File: config.mk
export PLATFORM = sky130hd
export DESIGN_NAME = branch_predictor
export DESIGN_NICKNAME = d
export VERILOG_FILES = /design/src/rtl/branch_predictor.sv
export SDC_FILE = /design/constraint.sdc
export NUM_CORES = 1
export LEC_CHECK = 0
export ABC_CLOCK_PERIOD_IN_PS = 2700
export CAP_MARGIN = 20
export CORE_MARGIN = 5
export CORE_UTILIZATION = 25
export DETAILED_ROUTE_END_ITERATION = 10
export GPL_ROUTABILITY_DRIVEN = 0
export GPL_TIMING_DRIVEN = 0
export SLEW_MARGIN = 30
export SYNTH_ARGS = -nofsm -noshare
export SYNTH_HDL_FRONTEND = slang
export SYNTH_SLANG_ARGS = --single-unit
File: constraint.sdc
create_clock -name clk -period 2.7 [get_ports clk]
set_clock_uncertainty 0.15 [all_clocks]
set_input_delay 0.27 -clock clk [delete_from_list [all_inputs] [get_ports clk]]
set_output_delay 0.27 -clock clk [all_outputs]
set_load 0.01 [all_outputs]
File: src/rtl/branch_predictor.sv
// Dynamic branch direction predictor: PC-indexed table of 2-bit saturating
// counters, a registered EX-stage prediction, and 32-bit resolution statistics.
module branch_predictor #(
    parameter int ENTRIES = 64
) (
    input  logic        clk,
    input  logic        rst,
    input  logic [31:0] lookup_pc,
    input  logic        lookup_en,
    input  logic        stall,
    input  logic        flush,
    input  logic [31:0] ex_pc,
    input  logic        br_suc,
    input  logic        br_mispred,
    output logic        pred_taken,
    output logic        ex_br_taken,
    output logic [31:0] branch_cnt,
    output logic [31:0] mispred_cnt
);

    localparam int IDX_W = (ENTRIES > 1) ? $clog2(ENTRIES) : 1;

    // Counter encoding: 00 strong-NT, 01 weak-NT, 10 weak-T, 11 strong-T.
    localparam logic [1:0] CTR_RESET = 2'b01;
    localparam logic [1:0] CTR_MAX   = 2'b11;
    localparam logic [1:0] CTR_MIN   = 2'b00;

    logic [IDX_W-1:0] lookup_idx;
    logic [IDX_W-1:0] upd_idx;
    logic             upd;
    logic             actual;
    logic [1:0]       upd_ctr_cur;
    logic [1:0]       upd_ctr_next;
    logic [1:0]       lookup_ctr;
    logic [1:0]       ctr_q [ENTRIES];
    logic             ex_br_taken_reg;
    logic [31:0]      branch_cnt_reg;
    logic [31:0]      mispred_cnt_reg;

    // Upper and byte-offset PC bits are intentionally ignored (aliasing allowed).
    logic unused_pc_bits;
    assign unused_pc_bits = ^{lookup_pc[31:IDX_W+2], lookup_pc[1:0],
                              ex_pc[31:IDX_W+2], ex_pc[1:0]};

    assign lookup_idx = lookup_pc[IDX_W+1:2];
    assign upd_idx    = ex_pc[IDX_W+1:2];

    // A stalled branch is still sitting in EX, so it trains only once it leaves.
    assign upd = (br_suc | br_mispred) & ~stall;

    // Both feedback lines high is treated as a mispredict, which falls out of
    // using br_mispred alone to flip the registered prediction.
    assign actual = ex_br_taken_reg ^ br_mispred;

    // Saturating step of the counter addressed by the resolving branch.
    always_comb begin
        upd_ctr_cur  = ctr_q[upd_idx];
        upd_ctr_next = upd_ctr_cur;
        if (actual) begin
            if (upd_ctr_cur != CTR_MAX) begin
                upd_ctr_next = upd_ctr_cur + 2'd1;
            end
        end else begin
            if (upd_ctr_cur != CTR_MIN) begin
                upd_ctr_next = upd_ctr_cur - 2'd1;
            end
        end
    end

    // One counter register per table entry; reset must reinitialise every
    // entry in a single edge, so the table lives in flops rather than RAM.
    generate
        for (genvar gi = 0; gi < ENTRIES; gi++) begin : g_entry
            localparam logic [IDX_W-1:0] MY_IDX = IDX_W'(gi);
            logic [1:0] ctr_reg;

            // Write this entry when the resolving branch maps onto it.
            always_ff @(posedge clk) begin
                if (rst) begin
                    ctr_reg <= CTR_RESET;
                end else if (upd && (upd_idx == MY_IDX)) begin
                    ctr_reg <= upd_ctr_next;
                end
            end

            assign ctr_q[gi] = ctr_reg;
        end
    endgenerate

    // Decode-stage lookup with same-cycle bypass of a pending update.
    always_comb begin
        lookup_ctr = ctr_q[lookup_idx];
        if (upd && (lookup_idx == upd_idx)) begin
            lookup_ctr = upd_ctr_next;
        end
        pred_taken = lookup_en & lookup_ctr[1];
    end

    // EX-stage prediction register: flush beats stall, stall holds.
    always_ff @(posedge clk) begin
        if (rst) begin
            ex_br_taken_reg <= 1'b0;
        end else if (flush) begin
            ex_br_taken_reg <= 1'b0;
        end else if (!stall) begin
            ex_br_taken_reg <= pred_taken;
        end
    end

    // Resolution statistics, wrapping modulo 2^32.
    always_ff @(posedge clk) begin
        if (rst) begin
            branch_cnt_reg  <= 32'd0;
            mispred_cnt_reg <= 32'd0;
        end else if (upd) begin
            branch_cnt_reg <= branch_cnt_reg + 32'd1;
            if (br_mispred) begin
                mispred_cnt_reg <= mispred_cnt_reg + 32'd1;
            end
        end
    end

    assign ex_br_taken = ex_br_taken_reg;
    assign branch_cnt  = branch_cnt_reg;
    assign mispred_cnt = mispred_cnt_reg;

endmodule
==> summary.md, run 1 <==
| Metric | Value |
|---|---|
| Final ANT Viol Nets | `0` |
| Placed wire-length estimate | `just under 20 mm` |
| DP Worst Slack | `-1.80 ns` |
| Slew headroom | `53.2%` |
| Routed wire per std cell | `about 18 microns` |
| Sequential area share after synthesis | `43.5%` |
| Setup CP Type | `reg2out` |
| #FFs+latches synth | `between 150 and 200` |
| Routed wire length | `26.9 mm` |
| Hold_sp | `ex_pc[5]` |
| Fmax | `315 MHz` |
| Total Routing Usage GR | `13.6%` |
| Worst reg-to-reg path cell count | `9` |
| Crit path arrival time | `approximately 2.8 ns` |
| Final net count | `1,134` |
| Clk_lat worst skew | `approximately 0.44 ns` |
| Vias | `7,713` |
| Violated checks | `setup timing` |
| Antenna diodes | `0` |
| Leak Pwr | `about 3.5 nW` |
| Row cnt | `69` |
| Final setup violation count | `1` |
| Cell Area, Placed | `10,300 sq um` |
| Die Ht | `199 microns` |
| Max_cap viols | `0` |
| Worst r2r src | `g_entry[59].ctr_reg[1]` |
| Cts bufs inserted | `17` |
| Filler cell count | `3,623` |
| Final Hold Fails | `0` |
| Sequential Area | `3870 sq um` |
| Minimum clock period | `between 3 and 4 ns` |
| Worst reg-to-reg setup slack | `~0.050 ns` |
| Yosys cell types | `45` |
| Antenna violations before repair | `0` |
| Total nets after synthesis | `between 1,000 and 1,500` |
| Synthesis-to-finish area growth | `26.7%` |
| H-tree Lvls | `4` |
| Post-synthesis xor/xnor area fraction | `under 10%` |
| Clk buf depth | `2` |
| Max FFs per register | `128` |
| Post-synth top area share | `a little over two fifths` |
| Initial Utilization | `around 25%` |
| Post-Layout Cell Count | `1,535` |
| Die Area | `39,400 sq um` |
| Mapped Cells | `953` |
| Yosys warns | `0` |
| Fraction of the mapped netlist area in adder cells | `0.394%` |
| Post-Place Cells | `1,494` |
| Dominant synthesized flop cell | `dfxtp_1` |
| TritonRoute pass-1 iters | `5` |
| Largest family of logic cells by synthesized area | `simple AND/OR/NAND/NOR gates` |
| Peak VDD IR | `~0.48 mV` |
| Hold Crit Depth | `3` |
| Worst-path clk slew | `0.07 ns` |
| Critical-path maximum fanout | `3` |
| Synth top cells by count | `193 x dfxtp_1, 193 x nor2_1, 79 x a21oi_1` |
| HP Class | `in2reg` |
| Root Buffer | `clkbuf_16` |
| Worst Hold Endpoint | `g_entry[19].ctr_reg[0]` |
| Worst Tran Pin Value | `around 0.7 ns` |
| Ports | `137` |
| Post-synth EDFFs | `0` |
| DRC Markers | `0` |
| Core footprint | `around 35,000 sq um` |
| Multi-input gate area | `about 4800 sq um` |
| Mux cell area share after synthesis | `roughly 14%` |
| CP startpoint kind | `flop` |
| RSZ-0062 raised after global routing | `true` |
| Crit path from | `g_entry[35].ctr_reg[1]` |
| Layout cells sized above 1 | `14.7%` |
| Ranking of synthesized cells by area | `dfxtp_1 43%, mux4_2 11%, nor2_1 8.1%` |
| Fraction of registers with async set/reset | `0%` |
| Simple-gate area share of the yosys netlist | `around 20%` |
| Vias per cell | `5.02` |
| IO buf count | `80` |
| Compound-gate portion of the synthesized area | `12.8%` |
| Clock sink count | `around 190` |
| Crit. End Element | `output port` |
| Area leader, netlist | `dfxtp_1` |
| WP data required | `2.28 ns` |
| First-pass GRT wire length | `~42 mm` |
| Pin count of the biggest net entering global routing | `17` |
| Pwr dens | `around 540 nW/um^2` |
| Die span in x | `a little under 200 microns` |
| Avg Inst Size Synth | `roughly 9.3 sq um` |
| Final instance area | `11,300 sq um` |
| Period utilization | `118%` |
| Mapped Area | `slightly below 9000 sq um` |
| TritonCTS clock tree | `built` |
| Initial drt markers | `between 600 and 700` |
| Capture point of the worst reg-to-reg path | `g_entry[30].ctr_reg[1]` |
| Result of the run | `complete, but fails checks` |
| Remaining global-route overflow | `0` |
| Number of global-route vias before repair | `7,409` |
| Final WS setup | `-0.475 ns` |
| Max-slew violation count | `0` |
## cells by family after synthesis
kind of cell / Yosys count
XOR/XNOR: 60
multiplexers: 54
buffers and inverters: 68
AND/OR/NAND/NOR: 394
adder cells (fa/ha/maj): 3
AO/OA/AOI/OAI: 181
flip-flops: 193
## placed cells by master, fill, tap and decap left out, drive strengths merged, types with 4 or more instances in the layout
master,n
clkdlybuf4s50,75
buf,34
mux4,53
nand4,22
dfxtp,193
bufinv,4
xnor2,17
nor2b,6
nand2,39
nor4,7
or3,10
a21oi,80
nand3,23
inv,7
a22oi,16
o21ai,14
a211oi,64
and3,9
xor2,43
clkinv,5
nor2,193
clkbuf,61
and2,5
nor3,66
## worst max path at each step
stage	to	slack (ns)	cells after the start
floorplan	pred_taken	0.02	7
global placement	pred_taken	-1.79	12
detailed placement	pred_taken	-1.80	12
CTS	pred_taken	-0.47	6
global route	pred_taken	-0.50	6
finish	pred_taken	-0.48	6
## final cells by class
| cell class | count | share of cell area (%) |
|---|---|---|
| inverters | 6 | 0.200 |
| clock buffers | 20 | 3.88 |
| well taps | 461 | 5.12 |
| flip-flops and latches | 193 | 34.4 |
| multi-input cells | 692 | 43.0 |
| plain buffers | 60 | 3.63 |
| repair buffers | 91 | 8.19 |
| clock inverters | 12 | 1.63 |
## power breakdown
| part | internal, mW | switching [mW] |
|---|---|---|
| sequential | 2.86 | 0.0137 |
| combinational | 0.191 | 0.306 |
| clock | 1.56 | 1.14 |
## through the flow
step / utilization, % / setup TNS [ns] / power (mW) / hold slack, ns
4_1_cts: 31.5 / -1.90 / 6.08 / 0.342
3_3_place_gp: 29.1 / -182.02 / 3.36 / 0.328
2_1_floorplan: - / 0 / 3.20 / 0.302
3_5_place_dp: 29.1 / -182.55 / 3.36 / 0.334
6_report: 31.9 / -0.475 / 6.07 / 0.183
5_1_grt: 31.9 / -0.510 / 6.27 / 0.191
## timing repair
item,CTS,global route
resized for setup,66,44
hold buffers,0,0
gates cloned,0,1
pin swaps,5,11
buffers inserted,10,3
setup endpoints to repair,135,129
## per-layer routing
layer  GRT usage (%)  part of all wire [%]  vias up
met2            19.9                    43      299
met1            19.7                    45     3686
li1                -                     -     3674
met4            4.36                   2.7        0
met5               0                     0        -
met3            3.42                   9.1       54
## critical path: stages, from the launching register on
cell and delay, ns:
dfxtp_4 0.37, mux4_2 0.46, mux4_2 0.51, mux4_2 0.51, and2_4 0.16, o21a_1 0.17, buf_6 0.13
Power figures use the tool's default switching activity.
==> inputs of run 2 (changes only) <==
- ABC_AREA: not set -> 1
==> summary.md, run 2 <==
| Metric | Value |
|---|---|
| Worst Tran Pin Value | `0.843 ns (+0.141 ns)` |
| Hold Crit Depth | `2 (-1)` |
| Commonest non-fill, non-tap cell in the layout | `nand2_1` |
| TritonRoute pass-1 iters | `5 (unchanged)` |
| Vias per cell | `4.94 (-1.8%)` |
| Crit path top cell by count | `nand3_1` |
| Dominant cell by count in the synthesized netlist | `nand2_1` |
| Fraction of registers with async set/reset | `0% (unchanged)` |
| Layout cells sized above 1 | `8.24% (-6.5 points)` |
| Filler cell count | `4,215 (+16%)` |
| Fmax | `379 MHz (+20%)` |
| Worst-path clk slew | `0.07 ns (about the same)` |
| Dominant synthesized flop cell | `dfxtp_1` |
| Worst reg-to-reg path cell count | `12 (+3)` |
| Post-Place Cells | `2,144 (+44%)` |
| Minimum clock period | `2.64 ns (-0.539 ns)` |
| Final WS setup | `0.0636 ns (+0.539 ns)` |
| HP Class | `reg2reg` |
| Antenna violations before repair | `1 (+1)` |
| Clock power frac | `41.0% (-3.5 points)` |
| Root Buffer | `clkbuf_16` |
| Yosys warns | `0 (unchanged)` |
| Final ANT Viol Nets | `0 (unchanged)` |
| Synth top cells by count | `426 x nand2_1, 193 x dfxtp_1, 180 x nor2_1` |
| Post-Layout Cell Count | `2,193 (+43%)` |
| Slowest cell delay on critical path | `0.42 ns (-0.09 ns)` |
| Commonest cells after routing, fill and taps aside | `422 x nand2_1, 193 x dfxtp_1, 170 x o21ai_0` |
| Remaining global-route overflow | `0 (unchanged)` |
| Pwr dens | `499 nW/um^2 (-7.4%)` |
| Final design utilization | `31.6% (-0.26 points)` |
| Worst-path cell chain | `clkdlybuf4s50_1 > inv_1 > buf_2 > nand3_1 > nand2_1 > nand2_1 > nand3_1 > nand3_1 > nand3_1 > a21oi_1 > nor2_1 > nand2_2 > inv_1 > clkbuf_2` |
| Int Pwr | `4.43 mW (-4.0%)` |
| Initial Utilization | `25.4% (+0.22 points)` |
| Sequential area share after synthesis | `39.2% (-4.3 points)` |
| Post-synth EDFFs | `0 (unchanged)` |
| Ranking of synthesized cells by area | `dfxtp_1 39%, nand2_1 16%, o21ai_0 8.7%` |
| #FFs+latches synth | `193 (unchanged)` |
| Peak VDD IR | `0.390 mV (-19%)` |
| Slew headroom | `43.8% (-9.4 points)` |
| Yosys cell types | `34 (-24%)` |
| Worst Hold Endpoint | `g_entry[16].ctr_reg[0]` |
| Number of global-route vias before repair | `10,114 (+37%)` |
| Vias | `10,825 (+40%)` |
| Max_cap viols | `0 (unchanged)` |
| Row cnt | `72 (+4.3%)` |
| Cts bufs inserted | `17 (unchanged)` |
| Routed wire length | `36.5 mm (+36%)` |
| Period utilization | `97.6% (-20 points)` |
| Tot Pwr | `6.13 mW (+1.0%)` |
| H-tree Lvls | `4 (unchanged)` |
| Max FFs per register | `128 (unchanged)` |
| Clk buf depth | `2 (unchanged)` |
| TritonCTS clock tree | `built` |
| Crit path from | `lookup_pc[3]` |
| Crit path arrival time | `2.22 ns (-0.54 ns)` |
| Critical-path maximum fanout | `10 (+7)` |
| Die Ht | `209 microns (+5.0%)` |
| Mapped Cells | `1,544 (+62%)` |
| Result of the run | `completed` |
| Total nets after synthesis | `1,617 (+58%)` |
| Setup TNS | `0 ns (+0.475 ns)` |
| Avg Inst Size Synth | `6.39 sq um (-32%)` |
| Crit. End Element | `output port` |
| Worst r2r src | `mispred_cnt[0]` |
| Pin count of the biggest net entering global routing | `17 (unchanged)` |
| Final net count | `1,736 (+53%)` |
| Die span in x | `209 microns (+5.0%)` |
| Ports | `137 (unchanged)` |
| Max-slew violation count | `0 (unchanged)` |
| Placed wire-length estimate | `26.6 mm (+37%)` |
| Core footprint | `38,800 sq um (+10%)` |
| First-pass GRT wire length | `56.3 mm (+34%)` |
| Switching power share of the total | `27.8% (+3.7 points)` |
| Capture point of the worst reg-to-reg path | `mispred_cnt[28]` |
| DP Worst Slack | `-1.23 ns (+0.569 ns)` |
| Area leader, netlist | `dfxtp_1` |
| Slowest CP cell | `clkdlybuf4s50_1` |
| Antenna diodes | `0 (unchanged)` |
| RSZ-0062 raised after global routing | `true` |
| Setup CP Type | `in2out` |
| Hold_sp | `g_entry[16].ctr_reg[0]` |
| Comb pwr share | `12.0% (+3.8 points)` |
| CP startpoint kind | `primary input` |
| Leak Pwr | `4.74 nW (+34%)` |
| Synthesis-to-finish area growth | `24.6%` |
| Clock sink count | `193 (unchanged)` |
| Post-synth top area share | `39.2% (-4.3 points)` |
| Die Area | `43,500 sq um (+10%)` |
| Net Sw Power | `1.70 mW (+17%)` |
| Total Routing Usage GR | `16.1% (+2.5 points)` |
| Routed wire per std cell | `16.7 microns (-5.0%)` |
| Final Hold Fails | `0 (unchanged)` |
| DRC Markers | `0 (unchanged)` |
| Initial drt markers | `1,018 (+49%)` |
| Worst reg-to-reg setup slack | `0.16 ns (+0.11 ns)` |
| WP data required | `2.28 ns (about the same)` |
| IO buf count | `82 (+2.5%)` |
| Clk_lat worst skew | `0.44 ns (about the same)` |
| Mapped Area | `9860 sq um (+11%)` |
| Final setup violation count | `0 (-1)` |
| Sequential power share | `47.0% (-0.3 points)` |
| Post-CTS Hold Fix Bufs | `0 (unchanged)` |
==> run 2: cell types whose count changed after synthesis, moves of 32 or more <==
cell,before,now
mux4_2,45,0
a211oi_1,64,5
a21oi_1,79,123
nor3_1,66,28
xor2_1,43,11
inv_1,6,131
nand3_1,23,119
o21ai_0,13,171
nand2_1,39,426
==> run 2: layer usage <==
| metal | vias up | GRT usage (%) | share of wire (%) |
|---|---|---|---|
| met2 | 506 | 25.0 | 43 |
| met1 | 4934 | 21.3 | 44 |
| met3 | 119 | 4.75 | 9.6 |
| met4 | 2 | 5.76 | 3.7 |
| met5 | - | 0 | 0.038 |
| li1 | 5264 | - | - |
==> run 2: power groups by stage <==
stage	Sequential [mW]	Combinational, mW	Clock [mW]
after floorplan	2.94	0.400	0
after global placement	2.94	0.644	0
after detailed placement	2.95	0.647	0
after CTS	2.88	0.712	2.56
after global routing	2.88	0.783	2.66
final	2.88	0.734	2.52
==> run 2: critical path, delay by kind of cell <==
kind                   cells  cell delay, ns
AOI/OAI and AO/OA          1            0.08
and+or+nand+nor            8            0.72
buffers and inverters      5            1.14
==> run 2: worst max-delay path by stage <==
stage            endpoint  slack (ns)
5_1_grt        pred_taken       -0.08
3_3_place_gp   pred_taken       -1.43
3_5_place_dp   pred_taken       -1.23
2_1_floorplan  pred_taken        0.48
4_1_cts        pred_taken        0.01
6_report       pred_taken        0.06
==> run 2: logic make-up after synthesis <==
logic type / Yosys count / synth area share (%)
compound gates: 325 / 17.2
xor+xnor: 17 / 1.51
fa+ha+maj: 2 / 0.254
buf+inv: 210 / 8.48
flops: 193 / 39.2
simple gates: 797 / 33.4
==> run 2: metrics by stage <==
stage / instance area, sq um / hold WS [ns]
floorplan: 9860 / 0.271
global placement: 11300 / 0.312
detailed placement: 11300 / 0.316
CTS: 12300 / 0.334
global route: 12300 / 0.337
finish: 12300 / 0.341
==> run 2: repair_timing <==
| action | CTS | global route |
|---|---|---|
| pin swaps | 9 | 1 |
| setup endpoints to repair | 122 | 18 |
| cloned | 1 | 0 |
| buffers inserted | 17 | 0 |
| gates resized for setup | 95 | 10 |
==> run 2: layout make-up <==
| cell class | instances | area, sq um | area share [%] |
|---|---|---|---|
| multi-input combinational | 1141 | 5260 | 42.8 |
| clock buffer | 21 | 460 | 3.75 |
| inverter | 139 | 539 | 4.39 |
| timing repair buffer | 100 | 962 | 7.83 |
| tap | 518 | 648 | 5.27 |
| clock inverter | 10 | 104 | 0.845 |
| sequential | 193 | 3860 | 31.4 |
| buffer | 71 | 445 | 3.63 |
==> inputs of run 3 (changes only) <==
- ABC_AREA: 1 -> not set
- ABC_CLOCK_PERIOD_IN_PS: 2700 -> 3150
- clock period: 2.7 -> 3.15 ns (I/O delays scaled with it)
==> summary.md, run 3 (synthesized netlist as in run 1, its figures left out) <==
| Metric | Value |
|---|---|
| IO buf count | `80 (-2.4%)` |
| Slowest cell delay on critical path | `0.54 ns (+0.12 ns)` |
| CP delay by family, top | `multiplexers` |
| Die Area | `39,400 sq um (-9.4%)` |
| Clk buf depth | `2 (unchanged)` |
| DRC Markers | `0 (unchanged)` |
| Total Routing Usage GR | `13.7% (-2.4 points)` |
| Routed wire per std cell | `17.6 microns (+5.3%)` |
| Final WS setup | `-0.0970 ns (-0.161 ns)` |
| Crit path arrival time | `2.78 ns (+0.56 ns)` |
| Leak Pwr | `3.55 nW (-25%)` |
| Final setup violation count | `1 (+1)` |
| Violated checks | `setup timing` |
| Worst hold margin | `0.249 ns (-0.0918 ns)` |
| Commonest cells after routing, fill and taps aside | `193 x nor2_1, 192 x dfxtp_1, 77 x a21oi_1` |
| Cts bufs inserted | `17 (unchanged)` |
| Synthesis-to-finish area growth | `25.8%` |
| Ports | `137 (unchanged)` |
| Critical-path maximum fanout | `3 (-7)` |
| Root Buffer | `clkbuf_16` |
| Remaining global-route overflow | `0 (unchanged)` |
| Period utilization | `103%` |
| Row cnt | `69 (-4.2%)` |
| Slowest CP cell | `mux4_1` |
| Worst-path clk slew | `0.07 ns (about the same)` |
| WP data required | `2.68 ns (+0.40 ns)` |
| Final net count | `1,142 (-34%)` |
| Clk_lat worst skew | `0.45 ns (about the same)` |
| HP Class | `in2reg` |
| TritonRoute pass-1 iters | `5 (unchanged)` |
| H-tree Lvls | `4 (unchanged)` |
| Pin count of the biggest net entering global routing | `19 (+2)` |
| Fmax | `308 MHz` |
| Die span in x | `199 microns (-4.8%)` |
| Initial drt markers | `667 (-34%)` |
| Commonest non-fill, non-tap cell in the layout | `nor2_1` |
| CP startpoint kind | `flop` |
| Number of global-route vias before repair | `7,436 (-26%)` |
| Pwr dens | `457 nW/um^2 (-8.4%)` |
| Final Hold Fails | `0 (unchanged)` |
| Final design utilization | `31.7% (+0.037 points)` |
| Placed wire-length estimate | `19.5 mm (-27%)` |
| Result of the run | `complete, but fails checks` |
| TritonCTS clock tree | `built` |
| Worst-path cell chain | `mux4_1 > mux4_2 > mux4_2 > and2_4 > o21a_1 > buf_6` |
| WP buf/inv | `1 (-4)` |
| Max_cap viols | `0 (unchanged)` |
| Setup TNS | `-0.0970 ns (-0.0970 ns)` |
| Core footprint | `35,300 sq um (-9.1%)` |
| Tot Pwr | `5.11 mW (-17%)` |
| Clock sink count | `193 (unchanged)` |
| Die Ht | `199 microns (-4.8%)` |
| Max FFs per register | `128 (unchanged)` |
| Worst Tran Pin Value | `0.774 ns (-0.0688 ns)` |
| First-pass GRT wire length | `42.2 mm (-25%)` |
| RSZ-0062 raised after global routing | `true` |
| Antenna violations before repair | `0 (-1)` |
| Minimum clock period | `3.25 ns` |
| Post-CTS Hold Fix Bufs | `0 (unchanged)` |
| Initial Utilization | `25.2% (-0.22 points)` |
| Routed wire length | `27.1 mm (-26%)` |
| Max-slew violation count | `0 (unchanged)` |
| Crit. End Element | `output port` |
| Crit path top cell by count | `mux4_2` |
| Vias per cell | `5.05 (+2.4%)` |
| Setup CP Type | `reg2out` |
| Peak VDD IR | `0.413 mV (+6.0%)` |
| Layout cells sized above 1 | `13.5% (+5.3 points)` |
| Antenna diodes | `0 (unchanged)` |
| Slew headroom | `48.0% (+4.2 points)` |
| Vias | `7,794 (-28%)` |
| Final ANT Viol Nets | `0 (unchanged)` |
-- run 3: changes by cell type in the layout (fill, tap and decap cells not counted), sizes merged, moves of 15 or more --
cell	change
a211oi	+59
nor3	+38
mux4	+53
nand2	-390
a22oi	+15
o21ai	-166
a21oi	-43
nand3	-96
xor2	+32
inv	-123
-- run 3: cell type report --
type	instances	area, sq um
fillers	3628	24100
multi-input cells	692	4780
flip-flops and latches	193	3870
repair buffers	97	980
well taps	461	577
clock buffers	17	425
plain buffers	62	362
clock inverters	14	170
inverters	6	22.5
-- run 3: metrics by stage --
stage | instances | setup slack (ns) | cell area (sq um)
6_report | 1542 | -0.0970 | 11200
5_1_grt | 1542 | -0.150 | 11200
4_1_cts | 1539 | -0.121 | 11100
3_5_place_dp | 1494 | -1.48 | 10300
3_3_place_gp | 1494 | -1.43 | 10300
2_1_floorplan | 953 | 0.170 | 8890
-- run 3: final timing paths --
| path | from | endpoint | slack (ns) | cells after the start |
|---|---|---|---|---|
| worst max-delay path | g_entry[57].ctr_reg[1] | pred_taken | -0.1 | 6 |
| worst min-delay path | ex_pc[5] | g_entry[19].ctr_reg[0] | 0.25 | 3 |
| worst max register to register | g_entry[11].ctr_reg[1] | g_entry[7].ctr_reg[0] | 0.12 | 14 |
| worst min register to register | branch_cnt[31] | branch_cnt[31] | 0.35 | 2 |
-- run 3: per-layer routing --
layer | routed length [microns] | global-route usage (%)
met5 | 0 | 0
met4 | 759 | 4.53
met3 | 2450 | 3.13
met2 | 11800 | 20.8
met1 | 12100 | 19.2
-- run 3: tightest hold or removal path: stages --
cell      delay [ns]
clkbuf_2        0.20
nor4_1          0.15
a21oi_1         0.14
-- run 3: where the power goes --
part | switching, mW | total (mW) | internal [mW]
clock network | 1.04 | 2.24 | 1.20
registers | 0.0108 | 2.46 | 2.45
logic | 0.259 | 0.410 | 0.151
total | 1.31 | 5.11 | 3.80
-- run 3: what timing repair did --
item                                    in CTS  in global routing
pin swaps                                    3                  4
hold endpoints to repair                     0                  0
endpoints found under the setup margin     130                 61
gates cloned                                 1                  0
resized for setup                           54                 22
buffers inserted                            13                  3
